$ cat src/rtl/piso_tx_sched_if.sv
// Handshake and serializer-control bundle between word producers, the
// piso_tx_sched scheduler and the attached piso shift register.
interface piso_tx_sched_if #(
  parameter int WIDTH = 4
);
  logic             en;
  logic [1:0]       req_valid;
  logic [WIDTH-1:0] req_data0;
  logic [WIDTH-1:0] req_data1;
  logic [1:0]       req_ready;
  logic             piso_load;
  logic             piso_shift;
  logic [WIDTH-1:0] piso_data;
  logic             frame_valid;
  logic             grant_id;
  logic             busy;
  logic             done;

  // Producer / link side: drives requests, observes scheduler outputs.
  modport master (
    output en, req_valid, req_data0, req_data1,
    input  req_ready, piso_load, piso_shift, piso_data,
    input  frame_valid, grant_id, busy, done
  );

  // Scheduler side.
  modport slave (
    input  en, req_valid, req_data0, req_data1,
    output req_ready, piso_load, piso_shift, piso_data,
    output frame_valid, grant_id, busy, done
  );
endinterface

$ cat src/rtl/piso_tx_sched.sv
// Round-robin scheduler for two word producers sharing one MSB-first piso
// serializer: arbitrates, captures the word, then sequences LOAD/SHIFT/GAP.
module piso_tx_sched #(
  parameter int WIDTH      = 4,
  parameter int GAP_CYCLES = 1
) (
  input  logic           clk,
  input  logic           rst,
  piso_tx_sched_if.slave bus
);

  typedef enum logic [1:0] {
    S_IDLE,
    S_LOAD,
    S_SHIFT,
    S_GAP
  } state_e;

  localparam int CNT_W = $clog2(WIDTH);
  localparam int GAP_W = (GAP_CYCLES > 0) ? $clog2(GAP_CYCLES + 1) : 1;

  localparam logic [CNT_W-1:0] LAST_BIT = CNT_W'(WIDTH - 1);
  localparam logic [GAP_W-1:0] GAP_LAST = (GAP_CYCLES > 0) ? GAP_W'(GAP_CYCLES - 1) : '0;

  state_e           state_q, state_d;
  logic [CNT_W-1:0] bit_cnt_q, bit_cnt_d;
  logic [GAP_W-1:0] gap_cnt_q, gap_cnt_d;
  logic [WIDTH-1:0] data_q, data_d;
  logic             grant_q, grant_d;
  logic             prio_q, prio_d;

  logic             winner;
  logic             accept;
  logic [1:0]       req_ready_c;

  // Priority requester wins if valid; otherwise the other one, so a lone
  // streamer is never blocked by the pointer.
  assign winner = bus.req_valid[prio_q] ? prio_q : ~prio_q;

  // Gated by rst so no handshake can complete while the block is held in reset.
  assign accept = rst && bus.en && (|bus.req_valid);

  // NOTE: every variable is given a default before the case so no path
  // leaves it unassigned -- that is what keeps this block free of latches.
  always_comb begin
    state_d     = state_q;
    bit_cnt_d   = bit_cnt_q;
    gap_cnt_d   = gap_cnt_q;
    data_d      = data_q;
    grant_d     = grant_q;
    prio_d      = prio_q;
    req_ready_c = 2'b00;

    case (state_q)
      S_IDLE: begin
        if (accept) begin
          req_ready_c[winner] = 1'b1;
          data_d              = winner ? bus.req_data1 : bus.req_data0;
          grant_d             = winner;
          prio_d              = ~winner;
          state_d             = S_LOAD;
        end
      end

      S_LOAD: begin
        bit_cnt_d = '0;
        state_d   = S_SHIFT;
      end

      S_SHIFT: begin
        if (bit_cnt_q == LAST_BIT) begin
          bit_cnt_d = '0;
          gap_cnt_d = '0;
          state_d   = (GAP_CYCLES > 0) ? S_GAP : S_IDLE;
        end else begin
          bit_cnt_d = bit_cnt_q + CNT_W'(1);
        end
      end

      S_GAP: begin
        if (gap_cnt_q == GAP_LAST) begin
          gap_cnt_d = '0;
          state_d   = S_IDLE;
        end else begin
          gap_cnt_d = gap_cnt_q + GAP_W'(1);
        end
      end

      default: begin
        state_d = S_IDLE;
      end
    endcase
  end

  // NOTE: state registers use non-blocking assignments so every flop samples
  // the pre-edge value of its neighbours, independent of statement order.
  always_ff @(posedge clk or negedge rst) begin
    if (!rst) begin
      state_q   <= S_IDLE;
      bit_cnt_q <= '0;
      gap_cnt_q <= '0;
      data_q    <= '0;
      grant_q   <= 1'b0;
      prio_q    <= 1'b0;
    end else begin
      state_q   <= state_d;
      bit_cnt_q <= bit_cnt_d;
      gap_cnt_q <= gap_cnt_d;
      data_q    <= data_d;
      grant_q   <= grant_d;
      prio_q    <= prio_d;
    end
  end

  // Strobes are pure decodes of registered state, so they are glitch-free
  // and drop to 0 the moment reset forces IDLE.
  assign bus.req_ready   = req_ready_c;
  assign bus.piso_load   = (state_q == S_LOAD);
  assign bus.piso_shift  = (state_q == S_SHIFT);
  assign bus.frame_valid = (state_q == S_SHIFT);
  assign bus.done        = (state_q == S_SHIFT) && (bit_cnt_q == LAST_BIT);
  assign bus.busy        = (state_q != S_IDLE);
  assign bus.grant_id    = grant_q;
  assign bus.piso_data   = data_q;

  a_load_shift_exclusive : assert property (
    @(posedge clk) disable iff (!rst) !(bus.piso_load && bus.piso_shift));

  a_ready_only_idle : assert property (
    @(posedge clk) disable iff (!rst)
    (bus.req_ready != 2'b00) |-> (state_q == S_IDLE && bus.en));

  a_ready_onehot : assert property (
    @(posedge clk) disable iff (!rst) $onehot0(bus.req_ready));

endmodule

$ cat src/flat_wrapper.sv
// flat-port wrapper written by rule: the top's interface ports become plain ports
module piso_tx_sched_flat 
#(
  parameter int WIDTH      = 4,
  parameter int GAP_CYCLES = 1
)
  (clk, rst, bus_en, bus_req_valid, bus_req_data0, bus_req_data1, bus_req_ready, bus_piso_load, bus_piso_shift, bus_piso_data, bus_frame_valid, bus_grant_id, bus_busy, bus_done);
  piso_tx_sched_if #(.WIDTH(WIDTH)) bus_i ();
  input  logic clk;
  input  logic rst;
  input wire logic [$bits(bus_i.en)-1:0] bus_en;
  input wire logic [$bits(bus_i.req_valid)-1:0] bus_req_valid;
  input wire logic [$bits(bus_i.req_data0)-1:0] bus_req_data0;
  input wire logic [$bits(bus_i.req_data1)-1:0] bus_req_data1;
  output wire logic [$bits(bus_i.req_ready)-1:0] bus_req_ready;
  output wire logic [$bits(bus_i.piso_load)-1:0] bus_piso_load;
  output wire logic [$bits(bus_i.piso_shift)-1:0] bus_piso_shift;
  output wire logic [$bits(bus_i.piso_data)-1:0] bus_piso_data;
  output wire logic [$bits(bus_i.frame_valid)-1:0] bus_frame_valid;
  output wire logic [$bits(bus_i.grant_id)-1:0] bus_grant_id;
  output wire logic [$bits(bus_i.busy)-1:0] bus_busy;
  output wire logic [$bits(bus_i.done)-1:0] bus_done;
  assign bus_i.en = bus_en;
  assign bus_i.req_valid = bus_req_valid;
  assign bus_i.req_data0 = bus_req_data0;
  assign bus_i.req_data1 = bus_req_data1;
  assign bus_req_ready = bus_i.req_ready;
  assign bus_piso_load = bus_i.piso_load;
  assign bus_piso_shift = bus_i.piso_shift;
  assign bus_piso_data = bus_i.piso_data;
  assign bus_frame_valid = bus_i.frame_valid;
  assign bus_grant_id = bus_i.grant_id;
  assign bus_busy = bus_i.busy;
  assign bus_done = bus_i.done;
  piso_tx_sched #(.WIDTH(WIDTH), .GAP_CYCLES(GAP_CYCLES)) u_core (.clk(clk), .rst(rst), .bus(bus_i));
endmodule
$ cat config.mk
export PLATFORM = sky130hd
export DESIGN_NAME = piso_tx_sched_flat
export DESIGN_NICKNAME = d
export VERILOG_FILES = /design/src/rtl/piso_tx_sched_if.sv /design/src/rtl/piso_tx_sched.sv /design/src/flat_wrapper.sv
export SDC_FILE = /design/constraint.sdc
export NUM_CORES = 1
export LEC_CHECK = 0
export CAP_MARGIN = 15
export CORE_MARGIN = 5
export CORE_UTILIZATION = 30
export CTS_BUF_LIST = sky130_fd_sc_hd__clkbuf_4 sky130_fd_sc_hd__clkbuf_8
export CTS_CLUSTER_SIZE = 30
export DETAILED_ROUTE_END_ITERATION = 10
export GPL_TIMING_DRIVEN = 0
export SLEW_MARGIN = 20
export SYNTH_ARGS = -nofsm -noshare
export SYNTH_HDL_FRONTEND = slang
export SYNTH_SLANG_ARGS = --single-unit
$ cat constraint.sdc
create_clock -name clk -period 3.8 [get_ports clk]
set_input_delay 0.76 -clock clk [delete_from_list [all_inputs] [get_ports clk]]
set_output_delay 0.76 -clock clk [all_outputs]
set_load 0.01 [all_outputs]
==> results of run 1 <==
through the flow:
step	setup slack, ns	power, mW
global route	0.277	0.671
CTS	0.377	0.626
finish	0.445	0.615
floorplan	1.72	0.380
global placement	0.374	0.526
detailed placement	0.378	0.529
registers in the layout, summed over array words and instances (netlist names):
name,count
u_core.state_q,2
u_core.bus.grant_id,1
u_core.bit_cnt_q,2
u_core.prio_q,1
u_core.bus.piso_data,4
cell type report:
type	count	area (µm²)	area share, %
Timing Repair Buffer	24	240	27.9
Sequential cell	10	250	29.1
Multi-Input combinational cell	41	265	30.8
Inverter	5	18.8	2.18
Tap cell	25	31.3	3.63
Buffer	2	18.8	2.18
Clock buffer	4	36.3	4.22
layer usage:
layer	vias to the layer above	wire length, µm	part of all wire (%)
met2	6	681	54
met3	2	44	3.5
met5	-	0	0
li1	262	-	-
met1	220	518	41
met4	0	17	1.3
report_power, final:
part           leakage (nW)  total (mW)  switching (mW)  internal, mW
Clock                0.0210      0.0938          0.0357        0.0581
Sequential            0.119       0.186          0.0292         0.157
Combinational         0.230       0.336           0.147         0.188
final timing paths:
check,end,slack [ns],depth (start not counted)
worst min-delay path,u_core.bus.grant_id$_DFFE_PN0P_,0.51,2
worst min register to register,u_core.bus.grant_id$_DFFE_PN0P_,0.51,2
worst max register to register,u_core.state_q[1]$_DFFE_PN0P_,2.30,5
max in group asynchronous,u_core.bus.piso_data[1]$_DFFE_PN0P_,2.61,1
min in group asynchronous,u_core.state_q[0]$_DFFE_PN0P_,0.84,1
worst max-delay path,bus_req_ready[0],0.45,4
cells by family (layout without fill, tap and decap cells):
kind of cell,Yosys count,in the layout
AOI/OAI and AO/OA,14,14
adders and majority gates,4,4
buffers and inverters,7,35
DFF,10,10
muxes,2,2
and+or+nand+nor,21,21
layout by cell type, fill, tap and decap left out, types with 2 or more instances in the layout:
cell	n
clkdlybuf4s50_1	24
nor2_1	8
and2_1	2
a31oi_1	4
dfrtp_1	10
nand3_1	6
inv_1	5
clkbuf_4	3
o21ai_0	6
ha_1	4
worst min-delay path, stage by stage, from the launching register on:
cell,delay (ns)
dfrtp_1,0.34
nor2_1,0.05
nor2_1,0.08
==> results.sh, run 1 <==
export IMPL_dieArea_um2=2800
export IMPL_fin_area_um2=861
export IMPL_fillers=168
export IMPL_timing_fmax_mhz=298
export IMPL_critPathMaxFanout=12
export IMPL_ctsResizeCount=0
export IMPL_wire_per_inst_um=11.4
export IMPL_synthCells=58
export IMPL_synth_mux_area_fraction_pct=4.75
export IMPL_use_met3_pct=3.66
export IMPL_cts_root_buf="clkbuf_4"
export IMPL_synth_cell_types=21
export IMPL_p_leak_nw=0.370
export IMPL_crit_family="buffers and inverters"
export IMPL_dieWidth_um=52.9
export IMPL_dpl_hpwl_mm=1.05
export IMPL_hold_buffers=0
export IMPL_critPathArrivalTime_ns=2.59
export IMPL_grt_max_degree=13
export IMPL_synthesis_area_um2=553
export IMPL_timing_rr_start="u_core.state_q[0]$_DFFE_PN0P_"
export IMPL_hold_class="reg -> reg"
export IMPL_synth_fa_ha_area_share_pct=9.05
export IMPL_worstPathCellList="clkdlybuf4s50_1 > o2111a_1 > and3_2 > clkdlybuf4s50_1"
export IMPL_maxSlewViolCount=0
export IMPL_drt_antenna_violating_nets=0
export IMPL_area_growth_pct=55.7
export IMPL_io_pins=25
export IMPL_crit_path_end_kind="output port"
export IMPL_stdcell_count=111
export IMPL_required_ns=3.04
export IMPL_relSlewSlack_pct=65.4
export IMPL_ys_seq_elements=10
export IMPL_final_min_clock_period_ns=3.35
export IMPL_synth_xor_xnor_area_share_pct=0
export IMPL_synth_edff_count=0
export IMPL_synth_area_leader_cell="dfrtp_1"
export IMPL_cts_buffer_depth=2
export IMPL_yosysWarnings=0
export IMPL_num_antenna_cells=0
export IMPL_via_per_inst=4.41
export IMPL_synth_top_area_share_pct=45.2
export IMPL_yosys_most_used_dff="dfrtp_1"
export IMPL_cts_tree="yes"
export IMPL_clk_pin_slew_ns=0.07
export IMPL_slowest_delay_ns=0.79
export IMPL_htree_levels=1
export IMPL_rows=15
export IMPL_critPathKind="in -> out"
export IMPL_synth_area_top_cells="dfrtp_1 45%, ha_1 9.0%, nand3_1 5.4%"
export IMPL_io_buffers=24
export IMPL_dr_first_iter_drc_count=0
export IMPL_path_buf_inv=2
export IMPL_layout_drive_gt1_share_pct=11.6
export IMPL_status="completed"
export IMPL_start_kind="input port"
export IMPL_hold_start="u_core.bus.grant_id$_DFFE_PN0P_"
export IMPL_synth_async_reset_ratio_pct=100
export IMPL_avgSynthCellArea_um2=9.54
export IMPL_initial_core_util_pct=31.7
export IMPL_dp_cells=107
export IMPL_mappedNetlistNets=75
export IMPL_postPlaceCellArea_um2=825
export IMPL_grt_pass1_wl_mm=2.05
export IMPL_seq_area_frac_synth_pct=45.2
export IMPL_vias=490
export IMPL_insertion_delay_ns=0.26
export IMPL_irDropWorstVdd_mv=0.351
export IMPL_coreArea_um2=1750
export IMPL_post_cts_setup_buffers=0
export IMPL_tns_ns=0
export IMPL_grt_usage_pct=9.85
export IMPL_whs_ns=0.511
export IMPL_overflow=0
export IMPL_fin_util_pct=49.3
export IMPL_cpMaxStageDelayCell="clkdlybuf4s50_1"
export IMPL_die_height_um=52.9
export IMPL_grt_use_met2_pct=18.2
export IMPL_use_met1_pct=10.3
export IMPL_antenna_found_initial=0
export IMPL_grt_busiest_layer="met2"
export IMPL_drv_cap=0
export IMPL_fin_crit_sh_pct=88.3
export IMPL_nets=104
export IMPL_synthSimpleGateAreaFrac_pct=18.3
export IMPL_tightest_slew_ns=0.517
export IMPL_firstDrtPassIters=1
export IMPL_wirelength_mm=1.26
export IMPL_grt_setup_unrepaired="no"
export IMPL_synth_top_family_by_area="simple AND/OR/NAND/NOR gates"
export IMPL_skew_ns=0.00261
export IMPL_setup_viol=0
export IMPL_synth_compound_area_share_pct=15.8
export IMPL_cts_sinks=10
export IMPL_synth_most_common_cell="dfrtp_1"
export IMPL_gp_congestion=0.743
export IMPL_final_hold_viol_count=0
export IMPL_cts_made_buffers=3
export IMPL_power_density_nw_per_um2=715
export IMPL_crit_start="rst"
export IMPL_synth_commonest_cells="10 x dfrtp_1, 8 x nor2_1, 6 x nand3_1, 6 x o21ai_0, 5 x inv_1"
export IMPL_drc=0
export IMPL_worst_path_most_repeated_cell="clkdlybuf4s50_1"
export IMPL_grt_pass1_vias=504
(Power assumes the default switching activity.)
==> run 2: changes to the inputs <==
Settings changed: CTS_CLUSTER_SIZE 30 to 12.
==> results of run 2 <==
The final DEF is identical to that of run 1; final timing and power are the same.
==> run 3: changes to the inputs <==
Settings changed: REMOVE_ABC_BUFFERS set to 1.
==> results.sh, run 3 (synthesis gave the netlist of run 1 again) <==
export IMPL_irDropWorstVdd_mv=0.332
export IMPL_gp_congestion=0.761
export IMPL_wire_per_inst_um=11.2
export IMPL_layout_commonest_cell="clkdlybuf4s50_1"
export IMPL_final_hold_viol_count=0
export IMPL_clockPowerShare_pct=15.4
export IMPL_firstDrtPassIters=4
export IMPL_num_antenna_cells=0
export IMPL_p_seq_share_pct=30.7
export IMPL_total_power_mw=0.607
export IMPL_dp_cells=105
export IMPL_drc=0
export IMPL_critPathArrivalTime_ns=2.87
export IMPL_critPathMaxFanout=12
export IMPL_rr_worst_depth=4
export IMPL_drv_cap=0
export IMPL_area_growth_pct=52.3
export IMPL_grt_usage_pct=9.55
export IMPL_tns_ns=0
export IMPL_io_pins=25
export IMPL_use_met3_pct=3.66
export IMPL_tightest_slew_ns=0.541
export IMPL_antenna_found_initial=0
export IMPL_cts_made_buffers=3
export IMPL_grt_setup_unrepaired="no"
export IMPL_timing_fmax_mhz=276
export IMPL_nets=102
export IMPL_grt_pass1_vias=431
export IMPL_p_int_mw=0.394
export IMPL_cts_buffer_depth=2
export IMPL_grt_pass1_wl_mm=1.90
export IMPL_io_buffers=24
export IMPL_drt_antenna_violating_nets=0
export IMPL_htree_levels=1
export IMPL_p_sw_mw=0.213
export IMPL_power_density_nw_per_um2=721
export IMPL_ctsResizeCount=0
export IMPL_vias=497
export IMPL_crit_path_end_kind="output port"
export IMPL_grt_busiest_layer="met2"
export IMPL_grt_max_degree=13
export IMPL_required_ns=3.04
export IMPL_post_cts_setup_buffers=0
export IMPL_comb_power_share_pct=53.9
export IMPL_final_cell_mix="24 x clkdlybuf4s50_1, 10 x dfrtp_1, 8 x nor2_1, 6 x nand3_1, 6 x o21ai_0"
export IMPL_layout_drive_gt1_share_pct=9.52
export IMPL_start_kind="input port"
export IMPL_dieArea_um2=2800
export IMPL_status="completed"
export IMPL_maxSlewViolCount=0
export IMPL_die_height_um=52.9
export IMPL_initial_core_util_pct=31.7
export IMPL_clk_pin_slew_ns=0.07
export IMPL_fin_crit_sh_pct=95.4
export IMPL_stdcell_count=109
export IMPL_cts_sinks=10
export IMPL_overflow=0
export IMPL_grt_use_met2_pct=15.1
export IMPL_largest_reg_flops=4
export IMPL_holdPathStages=2
export IMPL_cts_root_buf="clkbuf_4"
export IMPL_dr_first_iter_drc_count=9
export IMPL_cts_tree="yes"
export IMPL_p_leak_nw=0.359
export IMPL_dpl_hpwl_um=999
export IMPL_setup_viol=0
export IMPL_insertion_delay_ns=0.26
export IMPL_hold_class="reg -> reg"
export IMPL_skew_ns=0.00482
export IMPL_hold_buffers=0
export IMPL_via_per_inst=4.56
export IMPL_final_min_clock_period_ns=3.63
export IMPL_wirelength_mm=1.22
export IMPL_coreArea_um2=1750
export IMPL_p_sw_share_pct=35.0
export IMPL_rows=15
export IMPL_relSlewSlack_pct=63.8
export IMPL_dieWidth_um=52.9
export IMPL_critPathKind="in -> out"
export IMPL_use_met1_pct=12.0
-- run 3: worst max-delay path, stage by stage --
cell	delay (ns)
clkdlybuf4s50_1	0.81
o2111a_1	0.52
and3_2	0.25
clkdlybuf4s50_1	0.53
-- run 3: metrics by stage --
stage / util (%) / setup slack [ns] / hold WS [ns] / cell area [µm²]
6_report: 48.2 / 0.174 / 0.495 / 842
5_1_grt: 48.2 / 0.00705 / 0.552 / 842
4_1_cts: 48.2 / 0.122 / 0.504 / 842
3_5_place_dp: 46.2 / 0.124 / 0.488 / 806
3_3_place_gp: 46.2 / 0.137 / 0.482 / 806
2_1_floorplan: - / 1.66 / 0.464 / 534
-- run 3: worst paths after layout --
path	startpoint	slack [ns]	end
min in group asynchronous	rst	0.85	u_core.bit_cnt_q[1]$_DFFE_PN0P_
max in group asynchronous	rst	2.59	u_core.prio_q$_DFFE_PN0P_
setup reg to reg	u_core.state_q[0]$_DFFE_PN0P_	2.23	u_core.prio_q$_DFFE_PN0P_
hold reg to reg	u_core.bus.grant_id$_DFFE_PN0P_	0.49	u_core.bus.grant_id$_DFFE_PN0P_
setup / recovery	rst	0.17	bus_req_ready[0]
hold / removal	u_core.bus.grant_id$_DFFE_PN0P_	0.49	u_core.bus.grant_id$_DFFE_PN0P_
-- run 3: area by class of cell --
cell class | count | area, µm²
Fill cell | 170 | 903
Multi-Input combinational cell | 41 | 265
Sequential cell | 10 | 250
Timing Repair Buffer | 24 | 240
Clock buffer | 4 | 36.3
Tap cell | 25 | 31.3
Inverter | 5 | 18.8
-- run 3: power by group through the flow --
stage	sequential, mW	combinational (mW)	clock [mW]
after floorplan	0.198	0.171	0
after detailed placement	0.189	0.333	0
after global routing	0.194	0.364	0.105
after CTS	0.187	0.333	0.0982
final	0.186	0.327	0.0936
after global placement	0.186	0.328	0
-- run 3: layer usage --
metal | up-vias | share of wire, %
met1 | 228 | 39
met3 | 2 | 7.6
met2 | 14 | 52
met5 | - | 0
li1 | 253 | -
met4 | 0 | 1.5
